$ cat src/rtl/regfile_wb_arbiter_pkg.sv
// Shared types and constants for the register-file writeback arbiter.
// Holds the request record, arbitration policy codes and the one-hot decode helper.
package regfile_wb_arbiter_pkg;

    localparam int REG_ADDR_W = 5;
    localparam int XLEN       = 32;
    localparam int NUM_REGS   = 32;

    localparam int ARB_RR    = 0;
    localparam int ARB_FIXED = 1;

    typedef enum logic [1:0] {
        GNT_NONE = 2'd0,
        GNT_P0   = 2'd1,
        GNT_P1   = 2'd2
    } gnt_t;

    typedef struct packed {
        logic [REG_ADDR_W-1:0] rd;
        logic [XLEN-1:0]       data;
    } wr_req_t;

    // Hazard logic wants one bit per architectural register.
    function automatic logic [NUM_REGS-1:0] rd_onehot(input logic [REG_ADDR_W-1:0] rd);
        rd_onehot = {{(NUM_REGS-1){1'b0}}, 1'b1} << rd;
    endfunction

endpackage

$ cat src/rtl/regfile_wb_arbiter_wb_rr_arbiter.sv
// Two-way writeback grant logic: round-robin, or fixed priority to port 0
// with a wait counter that lets port 1 through after WAIT_MAX denied cycles.
module wb_rr_arbiter
    import regfile_wb_arbiter_pkg::*;
#(
    parameter int ARB_MODE = ARB_RR,
    parameter int WAIT_MAX = 4
) (
    input  logic clk,
    input  logic rst_n,
    input  logic valid0,
    input  logic valid1,
    input  logic hold,
    output logic grant0,
    output logic grant1
);

    localparam logic [3:0] WAIT_MAX_C = 4'(WAIT_MAX);

    logic       last1_r;
    logic [3:0] wait_cnt_r;
    logic [3:0] wait_cnt_nxt_s;
    gnt_t       gnt_s;

    // Grant decision from valids, hold and arbiter history.
    always_comb begin
        gnt_s = GNT_NONE;
        if (hold) begin
            gnt_s = GNT_NONE;
        end else if (valid0 && valid1) begin
            if (ARB_MODE == ARB_FIXED) begin
                gnt_s = (wait_cnt_r == WAIT_MAX_C) ? GNT_P1 : GNT_P0;
            end else begin
                gnt_s = last1_r ? GNT_P0 : GNT_P1;
            end
        end else if (valid0) begin
            gnt_s = GNT_P0;
        end else if (valid1) begin
            gnt_s = GNT_P1;
        end else begin
            gnt_s = GNT_NONE;
        end
    end

    // Grants are suppressed while reset is held so no handshake completes then.
    always_comb begin
        grant0 = 1'b0;
        grant1 = 1'b0;
        case (gnt_s)
            GNT_P0:  grant0 = rst_n;
            GNT_P1:  grant1 = rst_n;
            default: begin
                grant0 = 1'b0;
                grant1 = 1'b0;
            end
        endcase
    end

    // Starvation counter: counts denied port-1 cycles, hold cycles included.
    always_comb begin
        wait_cnt_nxt_s = wait_cnt_r;
        if (ARB_MODE != ARB_FIXED) begin
            wait_cnt_nxt_s = 4'd0;
        end else if (!valid1 || (gnt_s == GNT_P1)) begin
            wait_cnt_nxt_s = 4'd0;
        end else if (wait_cnt_r < WAIT_MAX_C) begin
            wait_cnt_nxt_s = wait_cnt_r + 4'd1;
        end else begin
            wait_cnt_nxt_s = wait_cnt_r;
        end
    end

    // Arbiter history registers; last-grant pointer resets to port 1.
    always_ff @(posedge clk or negedge rst_n) begin
        if (!rst_n) begin
            last1_r    <= 1'b1;
            wait_cnt_r <= 4'd0;
        end else begin
            wait_cnt_r <= wait_cnt_nxt_s;
            case (gnt_s)
                GNT_P0:  last1_r <= 1'b0;
                GNT_P1:  last1_r <= 1'b1;
                default: last1_r <= last1_r;
            endcase
        end
    end

endmodule

$ cat src/rtl/regfile_wb_arbiter.sv
// Shares the register-file write port between the ALU (port 0) and LSU (port 1).
// One grant per cycle; the winning write is registered and issued one cycle later.
module regfile_wb_arbiter
    import regfile_wb_arbiter_pkg::*;
#(
    parameter int ARB_MODE = ARB_RR,
    parameter int WAIT_MAX = 4
) (
    input  logic                  clk,
    input  logic                  rst_n,
    input  logic                  req0_valid_i,
    output logic                  req0_ready_o,
    input  logic [REG_ADDR_W-1:0] req0_rd_i,
    input  logic [XLEN-1:0]       req0_data_i,
    input  logic                  req1_valid_i,
    output logic                  req1_ready_o,
    input  logic [REG_ADDR_W-1:0] req1_rd_i,
    input  logic [XLEN-1:0]       req1_data_i,
    input  logic                  hold_i,
    output logic [XLEN-1:0]       reg_wr_data_o,
    output logic [REG_ADDR_W-1:0] reg_wr_reg_o,
    output logic                  ctrl_reg_we_o,
    output logic [NUM_REGS-1:0]   wb_pend_o
);

    logic                  grant0_s;
    logic                  grant1_s;
    logic                  xfer_s;
    wr_req_t               req_s;
    logic                  we_r;
    logic [REG_ADDR_W-1:0] reg_r;
    logic [XLEN-1:0]       data_r;
    logic [NUM_REGS-1:0]   pend_r;

    wb_rr_arbiter #(
        .ARB_MODE (ARB_MODE),
        .WAIT_MAX (WAIT_MAX)
    ) u_arb (
        .clk    (clk),
        .rst_n  (rst_n),
        .valid0 (req0_valid_i),
        .valid1 (req1_valid_i),
        .hold   (hold_i),
        .grant0 (grant0_s),
        .grant1 (grant1_s)
    );

    assign req0_ready_o = grant0_s;
    assign req1_ready_o = grant1_s;
    assign xfer_s       = grant0_s | grant1_s;

    // Select the winning request record.
    always_comb begin
        req_s = '0;
        if (grant1_s) begin
            req_s.rd   = req1_rd_i;
            req_s.data = req1_data_i;
        end else begin
            req_s.rd   = req0_rd_i;
            req_s.data = req0_data_i;
        end
    end

    // Output stage: x0 transfers are consumed without touching the write port,
    // and address/data are left untouched when nothing is written.
    always_ff @(posedge clk or negedge rst_n) begin
        if (!rst_n) begin
            we_r   <= 1'b0;
            reg_r  <= '0;
            data_r <= '0;
            pend_r <= '0;
        end else if (xfer_s && (req_s.rd != 5'd0)) begin
            we_r   <= 1'b1;
            reg_r  <= req_s.rd;
            data_r <= req_s.data;
            pend_r <= rd_onehot(req_s.rd);
        end else begin
            we_r   <= 1'b0;
            pend_r <= '0;
        end
    end

    assign ctrl_reg_we_o = we_r;
    assign reg_wr_reg_o  = reg_r;
    assign reg_wr_data_o = data_r;
    assign wb_pend_o     = pend_r;

endmodule

$ cat config.mk
export PLATFORM = sky130hd
export DESIGN_NAME = regfile_wb_arbiter
export DESIGN_NICKNAME = d
export VERILOG_FILES = /design/src/rtl/regfile_wb_arbiter_pkg.sv /design/src/rtl/regfile_wb_arbiter_wb_rr_arbiter.sv /design/src/rtl/regfile_wb_arbiter.sv
export SDC_FILE = /design/constraint.sdc
export NUM_CORES = 1
export LEC_CHECK = 0
export ABC_AREA = 1
export CAP_MARGIN = 30
export CORE_MARGIN = 2
export CORE_UTILIZATION = 44
export CTS_CLUSTER_DIAMETER = 60
export DETAILED_ROUTE_END_ITERATION = 10
export GPL_TIMING_DRIVEN = 0
export PLACE_DENSITY = 0.92
export SLEW_MARGIN = 25
export SYNTH_ARGS = -nofsm -noshare
export SYNTH_HDL_FRONTEND = slang
export SYNTH_HIERARCHICAL = 1
export SYNTH_SLANG_ARGS = --single-unit
export TNS_END_PERCENT = 1
$ cat constraint.sdc
create_clock -name clk -period 4 [get_ports clk]
set_input_delay 0.6 -clock clk [delete_from_list [all_inputs] [get_ports clk]]
set_output_delay 0.6 -clock clk [all_outputs]
set_load 0.05 [all_outputs]
==> run summary <==
Number of enable-type register cells in the synthesized netlist: 0. The worst endpoint data arrival time came out at 2520 ps. The post-synthesis cell count was 409; the area growth from synthesis to layout was 57.4%. The actual slew at the worst max-slew pin was 563 ps. The effective utilization at floorplan is 0.449. Subtracting the final worst setup slack from the clock period gives 3120 ps. The tools report the max-slew violation total from the final report as 0. The total CTS buffers is 9, and the count of endpoints failing setup in the final report is 0. The run gives 0 as the DRC violation count after routing. After the first detailed-routing iteration, the DRC count stood at 169. Average size of a mapped cell: 7.84 um2. The synthesized design contains 71 register bits. The run gives 7990 um2 as the area of the die.

The aggregate global-route resource usage was 0.232. The peak supply drop is 0.248 mV. The run finished with clean final reports. The mapped cell area is 3210 um2, and the placed wire-length estimate is 7.10 mm. Derived from the worst setup path, the maximum achievable clock frequency is 320 MHz. The tools report the cell at the root of the clock tree as clkbuf_8. After filler insertion, the fill cell instance count of the layout stands at 570.

After detailed routing, the total wire length is 9.02 mm. The die outline height was 89.4 um; the maximum fanout along the worst path was 3. Switching power share of the total: 0.396. Counting distinct cell types in the post-synthesis netlist gives 23. Summed over all nets, the switching power comes to 0.937 mW. The logs give 0.554 for the sequential cell area fraction in the yosys report and 71 for the number of sinks driven by the clock tree.

The total overflow left after global routing is 0. Register share of total power: 0.374. Clock-pin slew was measured on the worst setup and hold paths at 80 ps. Max-cap violations in this run came to 0.

The post-route non-filler standard cell count is 675. The tools report the via total after detailed routing as 3218. Including well taps, the total number of placed cells is 659.

Combinational cell fraction of total power: 0.387. Dividing the detail-routed via count by the number of cells gives 4.77. The headroom to the max-slew limit is 0.624, and the final cell area excluding filler cells is 5050 um2. The region available for standard cell placement spans 7140 um2. 151 I/O pins were placed. For the number of nets in the finished design, the log shows 653.

The logs give 0 for the hold violation count in the final report and 14.1 mm for the first-pass GRT wire length. For this run, the detailed router's first-pass iteration total came to 4. For this design the ratio of total power to cell area is 469 nW/um2. The share of cells above drive strength 1 works out to 0.0729. The floorplan has 31 rows. The tightest hold path in the finished design has a slack of 165 ps. The top cell types in the final layout, fill and taps aside, are 207 x nand2_1, 149 x clkdlybuf4s50_1, 70 x dfrtp_1. Cell internal power was estimated by the tool at 1.43 mW. The path type of the worst min-delay path was primary input to async pin. The portion of total power attributed to the clock network was 0.239; the clock latency on the worst-skew pair was 350 ps.

The part of the cycle the worst path needs was 0.781. The critical path is of the primary input to output port type. Port buffering added 150 buffers.

For this run, the leading register cell type out of synthesis is dfrtp_1. At the end of routability-driven placement, the weighted congestion stood at 0.828. The worst setup path is captured at an output port. The design draws 2.37 mW. Synthesis produced a netlist with a net count of 491.

In this run the horizontal extent of the chip is 89.4 um. 0 antenna diodes ended up in the layout. For the via count of the first global-routing pass, the log shows 3108. TritonCTS built the clock tree. In the final routed layout, each cell accounts on average for 13.4 um. The leading cell type in the layout, fill and taps excluded was nand2_1.

Kind of launch point of the worst setup path: a primary input. The H-tree was split into 3 levels. In this run the cell area measured after placement is 4850 um2. The post-CTS setup repair buffer count was 0; the remaining antenna violation count after routing was 0. Setup total negative slack on the finished layout was measured at 0 ps.

Entering global routing, the biggest net connects 48 pins. Leakage dissipation: 2.48 nW. The Yosys step of the flow raised 6 warnings. Between clock sinks in the finished design, the worst skew comes to 6.15 ps. Setup repair after global routing left no endpoint under its margin. Hold repair after CTS inserted 0 buffers. The run gives 3400 ps as the data required time at the worst endpoint. The share of flip-flops with an asynchronous set or reset after synthesis is 1.00. Once the clock tree was built, the resizer swapped 0 gates to a different size. The maximum clock path buffer count is 2, and the number of antenna violations at the first check in global routing is 0.
flip-flops by register name, summed over array words and instances, names as in the netlist:
signal         cells
reg_wr_data_o     32
wb_pend_o         32
reg_wr_reg_o       5
ctrl_reg_we_o      1
u_arb/last1_r      1
final timing paths:
kind	startpoint	endpoint	slack, ps	cells past startpoint
max in group asynchronous	rst_n	reg_wr_data_o[9]	3280	2
setup reg to reg	u_arb/last1_r	reg_wr_reg_o[0]	1540	15
setup / recovery	hold_i	req1_ready_o	880	8
hold / removal	rst_n	reg_wr_data_o[7]	170	1
min in group clk	reg_wr_data_o[8]	reg_wr_data_o[8]	470	2
hold reg to reg	reg_wr_data_o[8]	reg_wr_data_o[8]	470	2
power by group through the flow:
stage                     clock network (mW)  registers [mW]  logic, mW
after detailed placement                   0           0.897      0.920
after floorplan                            0            1.27      0.175
after global placement                     0           0.894      0.899
after global routing                   0.600           0.897      0.973
final                                  0.565           0.886      0.915
after CTS                              0.571           0.885      0.922
synthesized netlist by cell type (2+ instances only):
| master | number | share of area |
|---|---|---|
| buf_1 | 6 | 0.0070 |
| nor3_1 | 3 | 0.0047 |
| nand2_2 | 3 | 0.0059 |
| nand3_1 | 38 | 0.059 |
| inv_1 | 13 | 0.015 |
| inv_2 | 2 | 0.0023 |
| dfrtp_1 | 70 | 0.55 |
| ha_1 | 3 | 0.012 |
| nand2_1 | 207 | 0.24 |
| buf_2 | 8 | 0.012 |
| buf_6 | 3 | 0.011 |
| nor2_1 | 39 | 0.046 |
| clkbuf_1 | 4 | 0.0047 |
cells by family (layout without fill, tap and decap cells):
logic type | count (synthesis) | in the layout | share of synthesized area
and+or+nand+nor | 295 | 295 | 0.374
adders and majority gates | 3 | 3 | 0.0117
AOI/OAI and AO/OA | 2 | 2 | 0.00429
other | 1 | 1 | 0.00117
DFF | 71 | 71 | 0.554
buffers and inverters | 37 | 204 | 0.0546
metrics by stage:
stage,utilization,setup slack (ps)
after floorplan,-,1430
after global placement,0.677,-1040
after detailed placement,0.680,856
after CTS,0.707,873
after global routing,0.707,764
final,0.707,877
worst max-delay path, stage by stage:
cell             delay [ps]
clkdlybuf4s50_1         420
inv_1                   110
nand2_1                  70
nor2_1                  180
ha_1                    180
nand2_1                  40
inv_1                   100
clkdlybuf4s50_1         820
layout make-up:
| class | instances | area, um2 | share of cell area |
|---|---|---|---|
| Inverter | 15 | 56.3 | 0.0112 |
| Tap cell | 99 | 124 | 0.0245 |
| Clock buffer | 9 | 124 | 0.0245 |
| Timing Repair Buffer | 151 | 1520 | 0.301 |
| Sequential cell | 71 | 1780 | 0.352 |
| Buffer | 22 | 119 | 0.0235 |
| Clock inverter | 7 | 73.8 | 0.0146 |
| Multi-Input combinational cell | 301 | 1250 | 0.248 |
metal layers:
| metal | vias to the layer above | GRT usage | routed length [um] |
|---|---|---|---|
| met5 | - | 0 | 0 |
| met4 | 0 | 0.0936 | 85 |
| met3 | 8 | 0.0582 | 641 |
| met2 | 129 | 0.415 | 4720 |
| met1 | 1512 | 0.263 | 3570 |
| li1 | 1569 | - | - |
Power figures use the tool's default switching activity.
